==> config.mk <==
export PLATFORM = sky130hd
export DESIGN_NAME = wb_stage_p_flat
export DESIGN_NICKNAME = d
export VERILOG_FILES = /design/src/rtl/wb_stage_p_pkg.sv /design/src/rtl/wb_stage_p_if.sv /design/src/rtl/wb_stage_p_retire_counter.sv /design/src/rtl/wb_stage_p.sv /design/src/flat_wrapper.sv
export SDC_FILE = /design/constraint.sdc
export NUM_CORES = 1
export LEC_CHECK = 0
export CORE_UTILIZATION = 35
export CTS_BUF_LIST = sky130_fd_sc_hd__clkbuf_16
export DETAILED_ROUTE_END_ITERATION = 16
export PLACE_DENSITY = 0.68
export REMOVE_ABC_BUFFERS = 1
export SLEW_MARGIN = 10
export SYNTH_ARGS = -nofsm -noshare
export SYNTH_HDL_FRONTEND = slang
export SYNTH_SLANG_ARGS = --single-unit
==> constraint.sdc <==
create_clock -name clk -period 2.5 [get_ports clk]
set_input_delay 0.25 -clock clk [delete_from_list [all_inputs] [get_ports clk]]
set_output_delay 0.25 -clock clk [all_outputs]
set_load 0.005 [all_outputs]
==> src/rtl/wb_stage_p_pkg.sv <==
// Shared writeback-stage constants: source-select encoding and default widths.
// Imported by the interface, the stage and the retire counter.
package wb_stage_p_pkg;

  localparam int WB_WORD_W = 16;
  localparam int WB_REG_AW = 2;
  localparam int WB_PC_INC = 1;
  localparam int WB_CNT_W  = 16;

  typedef enum logic [1:0] {
    WB_SRC_ALU = 2'd0,
    WB_SRC_MEM = 2'd1,
    WB_SRC_PC  = 2'd2,
    WB_SRC_RSV = 2'd3
  } wbSrc_t;

endpackage

==> src/rtl/wb_stage_p_if.sv <==
// MEM->WB bundle: stage control, MEM-stage payload, register-file write port,
// forwarding tap and status. The stage takes the slave side.
interface wb_stage_p_if
  import wb_stage_p_pkg::*;
#(
  parameter int WORD_W = WB_WORD_W,
  parameter int REG_AW = WB_REG_AW,
  parameter int CNT_W  = WB_CNT_W
);
  logic              stall;
  logic              flush;
  logic              valid_in;
  logic [WORD_W-1:0] pc_in;
  logic [WORD_W-1:0] alu_out_in;
  logic [WORD_W-1:0] mem_data_in;
  logic [REG_AW-1:0] wr_target_in;
  logic [1:0]        wb_src_in;
  logic              reg_write_in;
  logic              halt_in;

  logic              rf_we;
  logic [REG_AW-1:0] rf_waddr;
  logic [WORD_W-1:0] rf_wdata;
  logic              fwd_valid;
  logic [REG_AW-1:0] fwd_addr;
  logic [WORD_W-1:0] fwd_data;
  logic [CNT_W-1:0]  num_inst;
  logic              halted;

  modport slave (
    input  stall, flush, valid_in, pc_in, alu_out_in, mem_data_in,
           wr_target_in, wb_src_in, reg_write_in, halt_in,
    output rf_we, rf_waddr, rf_wdata, fwd_valid, fwd_addr, fwd_data,
           num_inst, halted
  );

  modport master (
    output stall, flush, valid_in, pc_in, alu_out_in, mem_data_in,
           wr_target_in, wb_src_in, reg_write_in, halt_in,
    input  rf_we, rf_waddr, rf_wdata, fwd_valid, fwd_addr, fwd_data,
           num_inst, halted
  );

endinterface

==> src/rtl/wb_stage_p_retire_counter.sv <==
// Wrapping retired-instruction counter; increments by one per enabled edge.
// Asynchronous active-low clear.
module wb_stage_p_retire_counter #(
  parameter int CNT_W = 16
) (
  input  logic             clk,
  input  logic             clr_n,
  input  logic             en,
  output logic [CNT_W-1:0] count
);

  always_ff @(posedge clk or negedge clr_n) begin
    if (!clr_n) begin
      count <= '0;
    end else if (en) begin
      count <= count + 1'b1;
    end
  end

endmodule

==> src/rtl/wb_stage_p.sv <==
// MEM/WB pipeline register and writeback mux; one cycle from capture to RF write.
// Stall holds the slot and suppresses its write; flush (dominant) inserts a bubble.
module wb_stage_p
  import wb_stage_p_pkg::*;
#(
  parameter int WORD_W = WB_WORD_W,
  parameter int REG_AW = WB_REG_AW,
  parameter int PC_INC = WB_PC_INC,
  parameter int CNT_W  = WB_CNT_W
) (
  input  logic        clk,
  input  logic        reset_n,
  wb_stage_p_if.slave bus
);

  localparam logic [WORD_W-1:0] PC_STEP = WORD_W'(PC_INC);

  logic              validR;
  logic              regWriteR;
  logic              haltR;
  logic              haltedR;
  logic [WORD_W-1:0] pcR;
  logic [WORD_W-1:0] aluR;
  logic [WORD_W-1:0] memR;
  logic [REG_AW-1:0] tgtR;
  wbSrc_t            srcR;

  logic              retire;
  logic              wrEn;
  logic [WORD_W-1:0] wrData;
  logic [CNT_W-1:0]  numInst;

  // A slot retires on any unstalled cycle; flush only affects what is captured next.
  assign retire = validR & ~bus.stall & ~haltedR;

  always_ff @(posedge clk or negedge reset_n) begin
    if (!reset_n) begin
      validR    <= 1'b0;
      regWriteR <= 1'b0;
      haltR     <= 1'b0;
      haltedR   <= 1'b0;
      pcR       <= '0;
      aluR      <= '0;
      memR      <= '0;
      tgtR      <= '0;
      srcR      <= WB_SRC_ALU;
    end else begin
      if (bus.flush) begin
        validR <= 1'b0;
      end else if (!bus.stall) begin
        validR    <= bus.valid_in & ~haltedR;
        regWriteR <= bus.reg_write_in;
        haltR     <= bus.halt_in;
        pcR       <= bus.pc_in;
        aluR      <= bus.alu_out_in;
        memR      <= bus.mem_data_in;
        tgtR      <= bus.wr_target_in;
        srcR      <= wbSrc_t'(bus.wb_src_in);
      end
      if (retire && haltR) begin
        haltedR <= 1'b1;
      end
    end
  end

  always_comb begin
    wrData = '0;
    case (srcR)
      WB_SRC_ALU: wrData = aluR;
      WB_SRC_MEM: wrData = memR;
      WB_SRC_PC:  wrData = pcR + PC_STEP;
      default:    wrData = '0;
    endcase
  end

  assign wrEn = validR & regWriteR & (srcR != WB_SRC_RSV) & ~haltedR & ~bus.stall;

  wb_stage_p_retire_counter #(
    .CNT_W(CNT_W)
  ) u_retire_counter (
    .clk   (clk),
    .clr_n (reset_n),
    .en    (retire),
    .count (numInst)
  );

  assign bus.rf_we     = wrEn;
  assign bus.rf_waddr  = tgtR;
  assign bus.rf_wdata  = wrData;
  assign bus.fwd_valid = wrEn;
  assign bus.fwd_addr  = tgtR;
  assign bus.fwd_data  = wrData;
  assign bus.num_inst  = numInst;
  assign bus.halted    = haltedR;

endmodule

==> src/flat_wrapper.sv <==
// flat-port wrapper written by rule: the top's interface ports become plain ports
module wb_stage_p_flat import wb_stage_p_pkg::*;
#(
  parameter int WORD_W = WB_WORD_W,
  parameter int REG_AW = WB_REG_AW,
  parameter int PC_INC = WB_PC_INC,
  parameter int CNT_W  = WB_CNT_W
)
  (clk, reset_n, bus_stall, bus_flush, bus_valid_in, bus_pc_in, bus_alu_out_in, bus_mem_data_in, bus_wr_target_in, bus_wb_src_in, bus_reg_write_in, bus_halt_in, bus_rf_we, bus_rf_waddr, bus_rf_wdata, bus_fwd_valid, bus_fwd_addr, bus_fwd_data, bus_num_inst, bus_halted);
  wb_stage_p_if #(.WORD_W(WORD_W), .REG_AW(REG_AW), .CNT_W(CNT_W)) bus_i ();
  input  logic clk;
  input  logic reset_n;
  input wire logic [$bits(bus_i.stall)-1:0] bus_stall;
  input wire logic [$bits(bus_i.flush)-1:0] bus_flush;
  input wire logic [$bits(bus_i.valid_in)-1:0] bus_valid_in;
  input wire logic [$bits(bus_i.pc_in)-1:0] bus_pc_in;
  input wire logic [$bits(bus_i.alu_out_in)-1:0] bus_alu_out_in;
  input wire logic [$bits(bus_i.mem_data_in)-1:0] bus_mem_data_in;
  input wire logic [$bits(bus_i.wr_target_in)-1:0] bus_wr_target_in;
  input wire logic [$bits(bus_i.wb_src_in)-1:0] bus_wb_src_in;
  input wire logic [$bits(bus_i.reg_write_in)-1:0] bus_reg_write_in;
  input wire logic [$bits(bus_i.halt_in)-1:0] bus_halt_in;
  output wire logic [$bits(bus_i.rf_we)-1:0] bus_rf_we;
  output wire logic [$bits(bus_i.rf_waddr)-1:0] bus_rf_waddr;
  output wire logic [$bits(bus_i.rf_wdata)-1:0] bus_rf_wdata;
  output wire logic [$bits(bus_i.fwd_valid)-1:0] bus_fwd_valid;
  output wire logic [$bits(bus_i.fwd_addr)-1:0] bus_fwd_addr;
  output wire logic [$bits(bus_i.fwd_data)-1:0] bus_fwd_data;
  output wire logic [$bits(bus_i.num_inst)-1:0] bus_num_inst;
  output wire logic [$bits(bus_i.halted)-1:0] bus_halted;
  assign bus_i.stall = bus_stall;
  assign bus_i.flush = bus_flush;
  assign bus_i.valid_in = bus_valid_in;
  assign bus_i.pc_in = bus_pc_in;
  assign bus_i.alu_out_in = bus_alu_out_in;
  assign bus_i.mem_data_in = bus_mem_data_in;
  assign bus_i.wr_target_in = bus_wr_target_in;
  assign bus_i.wb_src_in = bus_wb_src_in;
  assign bus_i.reg_write_in = bus_reg_write_in;
  assign bus_i.halt_in = bus_halt_in;
  assign bus_rf_we = bus_i.rf_we;
  assign bus_rf_waddr = bus_i.rf_waddr;
  assign bus_rf_wdata = bus_i.rf_wdata;
  assign bus_fwd_valid = bus_i.fwd_valid;
  assign bus_fwd_addr = bus_i.fwd_addr;
  assign bus_fwd_data = bus_i.fwd_data;
  assign bus_num_inst = bus_i.num_inst;
  assign bus_halted = bus_i.halted;
  wb_stage_p #(.WORD_W(WORD_W), .REG_AW(REG_AW), .PC_INC(PC_INC), .CNT_W(CNT_W)) u_core (.clk(clk), .reset_n(reset_n), .bus(bus_i));
endmodule
After elaboration in Yosys (flattened, before gate mapping) --
Index checks and enable logic that the tools add are counted.
Storage, ports and cells: bits in registers 72, latch bits 0, bits in writable memories 0, memory bits (read-only) 0, bits of input ports 59, output and inout port bits 55, word-level logic and storage cells 32, memories 0
Operators by class: add/subtract/negate cells 2, multipliers 0, divide/modulo/power cells 0, order comparisons 0, eq/ne operators 4, shift operators 0, muxes and demuxes 3, bitwise gates (word level) 10, reductions and logical operators 3
Operator list (count):
- $pmux 16 s3 | 1
- $add 16x1->16 const B | 2
- $and 1x1->1 | 7
- $not 1->1 | 3
- $eq 2x1->1 const B | 1
- $eq 2x2->1 const B | 1
- $logic_not 2->1 | 1
- $mux 1 | 2
- $ne 2x1->1 const B | 1
- $ne 2x2->1 const B | 1
- $reduce_and 2->1 | 1
- $logic_and 1x1->1 | 1

Logic depth before layout (Yosys ltp) --
Gate-level depths: netlist (run 1).
depth in word-level cells 4, depth in mapped cells 7, gate-level depth less buffers 5

By module --
A second synthesis (run 1) with hierarchy kept.
Second synthesis, totals: cells, all modules 300, area total of the unflattened synthesis 3553.4 um2
Modules (own cells, without submodules):
- wb_stage_p | instances 1, cells an instance 244, area an instance 2857.7 um2, seq. area each 1401.3 um2
- wb_stage_p_retire_counter | instances 1, cells an instance 56, area an instance 695.7 um2, seq. area each 400.4 um2

Worst setup path before layout (run 1) --
No wires, ideal clock.
path type register to output, start register u_core.pcR[0], end output bus_rf_wdata[14], arrival time 1.458 ns, required time 2.250 ns, slack 0.792 ns, cell stages (with the launch flop) 7, path buffers 1, path through dfrtp_1 > ha_1 > nand3_2 > nor4_2 > xnor2_1 > o22ai_1 > buf_4
Between the ends: longest elaborated chain between the ends 2
Ends and longest elaborated chain:
- start: declaration | RTL line wb_stage_p.sv:22 | logic [WORD_W-1:0] pcR;
- start signal: assignment | RTL line wb_stage_p.sv:54 | pcR <= bus.pc_in;
- $add 16x1->16 | RTL line wb_stage_p.sv:71 | WB_SRC_PC: wrData = pcR + PC_STEP;
- $pmux 16 s3 | RTL line wb_stage_p.sv:68 | case (srcR)
- end: declaration | RTL line flat_wrapper.sv:25 | output wire logic [$bits(bus_i.rf_wdata)-1:0] bus_rf_wdata;
No other way between the ends.

Worst setup path after layout (run 1) --
start register u_core.pcR[1], end output bus_fwd_data[10]
Between the ends: longest elaborated chain between the ends 2
Ends and longest elaborated chain:
- $add 16x1->16 | RTL line wb_stage_p.sv:71
- $pmux 16 s3 | RTL line wb_stage_p.sv:68
- end: declaration | RTL line flat_wrapper.sv:28 | output wire logic [$bits(bus_i.fwd_data)-1:0] bus_fwd_data;
No other way between the ends.

==> summary.txt, run 1 <==
Cells and area
  – Seq. cell area: 1810 um2
  – Share of layout cells above drive strength 1: 24.9%
  – Area grow syn2layout: 42.9%
  – Multi-input gate area: 1580 um2
  – Fin area: 5070 um2
  – Finished Layout Cells: 535
  – # diodes: 0
  – FILL cells: 916
  – Nets@finish: 458

Timing
  – RSZ-0062 raised after global routing: true
  – Part of the cycle the worst path needs: 97.4%
  – Highest clock rate: 0.411 GHz
  – Setup Viol. Count Final: 0
  – Clock skew: 6.30 ps
  – Min Tclk post-route: 2430 ps
  – Max-slew headroom: 38.5%
  – Final Hold Vio Count: 0
  – Worst-margin pin slew: 922 ps
  – Fin. max-slew vios: 0

Setup path
  – Buf/Inv on CP: 1
  – R2R Setup Slk: 1030 ps
  – Worst Path Required: 2250 ps
  – R2R Path Start: u_core.u_retire_counter.count[4]
  – CP startpoint: u_core.pcR[1]
  – CP Capture Type: output port
  – CP cell instances: ha_2, nand3_4, nor3_1, xnor2_1, o22ai_1, clkdlybuf4s50_1
  – Largest delay contributor family on the critical path: buffers and inverters
  – Worst R2R End: u_core.u_retire_counter.count[15]
  – CP Max Fanout: 6
  – Worst r2r path cells: 4
  – Crit path kind: flop to output port
  – Worst path slowest cell: clkdlybuf4s50_1
  – CP arrival: 2180 ps
  – CP peak stage delay: 540 ps
  – Startpoint types: flop

Clock tree
  – Clock root cell: clkbuf_16
  – CTS clk-pin slew, worst paths: 60 ps
  – TritonCTS Sinks: 72
  – TritonCTS clock tree: built
  – Latest clock arrival within the worst-skew pair: 330 ps
  – H-tree lvl count: 3
  – Inserted Clock Buffers: 9
  – Longest Clk Path Bufs: 2
  – Post-CTS Hold Buffers: 0

Placed design
  – Post-Place Cell Area: 4710 um2
  – Placer Congestion: 0.705
  – Input/output buffers: 113
  – Placed Cells: 515
  – DP HPWL: 5450 um

Synthesis
  – Top post-synthesis cells by area: dfrtp_1, mux2_2, xnor2_1
  – Average cell area after synthesis: 12.0 um2
  – Synth unique cells: 35
  – Count leader, synth: dfrtp_1
  – Synthesized instance count: 295
  – EDFF count, synth: 0
  – Yosys reg bits: 72
  – Synth top area share: 50.7%
  – Sequential share of the synthesized area: 50.7%
  – Ys flop type: dfrtp_1
  – Most frequent cells after synthesis: dfrtp_1, mux2_2, buf_4, nand2_1, xnor2_1
  – Async SR Flop Fraction: 100%
  – Syn Std Cell Area: 3550 um2
  – Syn. warnings: 0
  – Synth area leader: dfrtp_1

Global routing
  – First-pass GRT wire length: 12600 um
  – Largest net degree at the start of global routing: 73
  – Vias in the first global route: 2557
  – Initial antenna violation count: 0
  – Global route total overflow: 0
  – GRT Overall Usage: 15.7%

Pwr
  – Worst vdd ir: 0.351 mV
  – P_leak: 2.07 nW
  – Pwr per Cell Area: 718 nW/um2

Detailed routing
  – Routed len/inst: 14.8 um
  – WL final: 7900 um
  – Iter 0 DRT Violations: 96
  – DRT antenna net count: 0
  – DR vias/cell: 4.79
  – Routed vias: 2563
  – Drt first pass iters: 4
  – Drt drc: 0

Floorplan
  – Placeable Area: 9820 um2
  – Die Y: 103 um
  – Die Footprint: 10600 um2
  – Die width: 103 um
  – Starting density of the core: 36.2%
  – Ports: 114
  – Row count: 36

Hold path
  – Hold crit path type: primary input to async pin

Outcome
  – Outcome: complete, no violations

Run
  – Max_cap viols: 0
metal layers:
layer  GRT usage, %  vias to the layer above  part of all wire, %
met2           25.2                       65                   48
met3           2.71                        8                  4.3
met4           6.48                        0                  1.5
met1           20.9                     1256                   47
li1               -                     1234                    -
met5              0                        -                    0
repair_timing:
action,in CTS,in global routing
setup buffers,2,2
setup endpoints to repair,10,16
cloned,0,0
resized for setup,5,11
pin swaps,1,2
layout by cell type, fill, tap and decap left out, types with 5 or more instances in the layout:
cell / n
inv_1: 7
nand4_1: 6
nand2_1: 19
mux2_2: 52
mux2i_1: 11
clkdlybuf4s50_1: 110
nor2_1: 12
xnor2_1: 19
nand3_1: 5
a22oi_1: 5
dfrtp_1: 67
xor2_1: 8
o22ai_1: 5
dfrtp_2: 5
o21ai_0: 12
clkbuf_16: 9
buf_4: 9
logic make-up (layout without fill, tap and decap cells):
group           Yosys count  after routing  share of synthesized area [%]
flops                    72             72                           50.7
fa+ha+maj                 2              2                          0.705
mux                      63             63                           19.6
xor+xnor                 27             27                           6.66
simple gates             68             68                           11.6
buf+inv                  37            144                           6.20
compound gates           26             26                           4.51
state kept, by name (all words and copies together), names as in the netlist:
signal and cells:
u_core.aluR 16, u_core.memR 16, u_core.pcR 16, u_core.u_retire_counter.count 16
u_core.bus.fwd_addr 2, u_core.srcR 2, u_core.bus.halted 1, u_core.haltR 1
u_core.regWriteR 1, u_core.validR 1
through the flow:
step	setup slack [ps]	hold slack [ps]	utilization, %	setup TNS [ps]	power (mW)
2_1_floorplan	-618	-45.6	-	-32830	1.85
3_3_place_gp	262	448	47.9	0	2.39
5_1_grt	-32.8	148	51.7	-180	3.85
3_5_place_dp	225	455	47.9	0	2.41
4_1_cts	30.3	107	51.2	0	3.68
6_report	65.2	56.7	51.7	0	3.64
worst register-to-register path, stage by stage (launching register included):
cell and delay [ps]:
dfrtp_1 410, and4_1 310, nand4_2 220, nor4_2 300, xor2_1 160
worst max-delay path by stage:
stage | endpoint | slack (ps) | depth (start not counted)
2_1_floorplan | u_core.aluR[0] | -620 | 2
5_1_grt | bus_rf_wdata[10] | -30 | 6
4_1_cts | bus_rf_wdata[13] | 30 | 5
3_5_place_dp | bus_rf_wdata[14] | 230 | 6
6_report | bus_fwd_data[10] | 70 | 6
3_3_place_gp | bus_fwd_data[14] | 260 | 6
power by group:
group	internal [mW]	switching (mW)
Combinational	0.599	0.335
Sequential	1.33	0.141
Clock	0.763	0.476
final cells by class:
class	count	area share, %
Clock buffer	9	4.44
Clock inverter	7	1.26
Inverter	6	0.444
Multi-Input combinational cell	186	31.2
Sequential cell	72	35.6
Tap cell	133	3.28
Timing Repair Buffer	122	23.8
Note: power is estimated with default switching activity, not from simulation.
==> run 2, diff against run 1 <==
--- a/config.mk
+++ b/config.mk
@@ -5,6 +5,7 @@
 export SDC_FILE = /design/constraint.sdc
 export NUM_CORES = 1
 export LEC_CHECK = 0
+export CAP_MARGIN = 20
 export CORE_UTILIZATION = 35
 export CTS_BUF_LIST = sky130_fd_sc_hd__clkbuf_16
 export DETAILED_ROUTE_END_ITERATION = 16
==> results of run 2 <==
The final DEF is identical to that of run 1; final timing and power are the same.
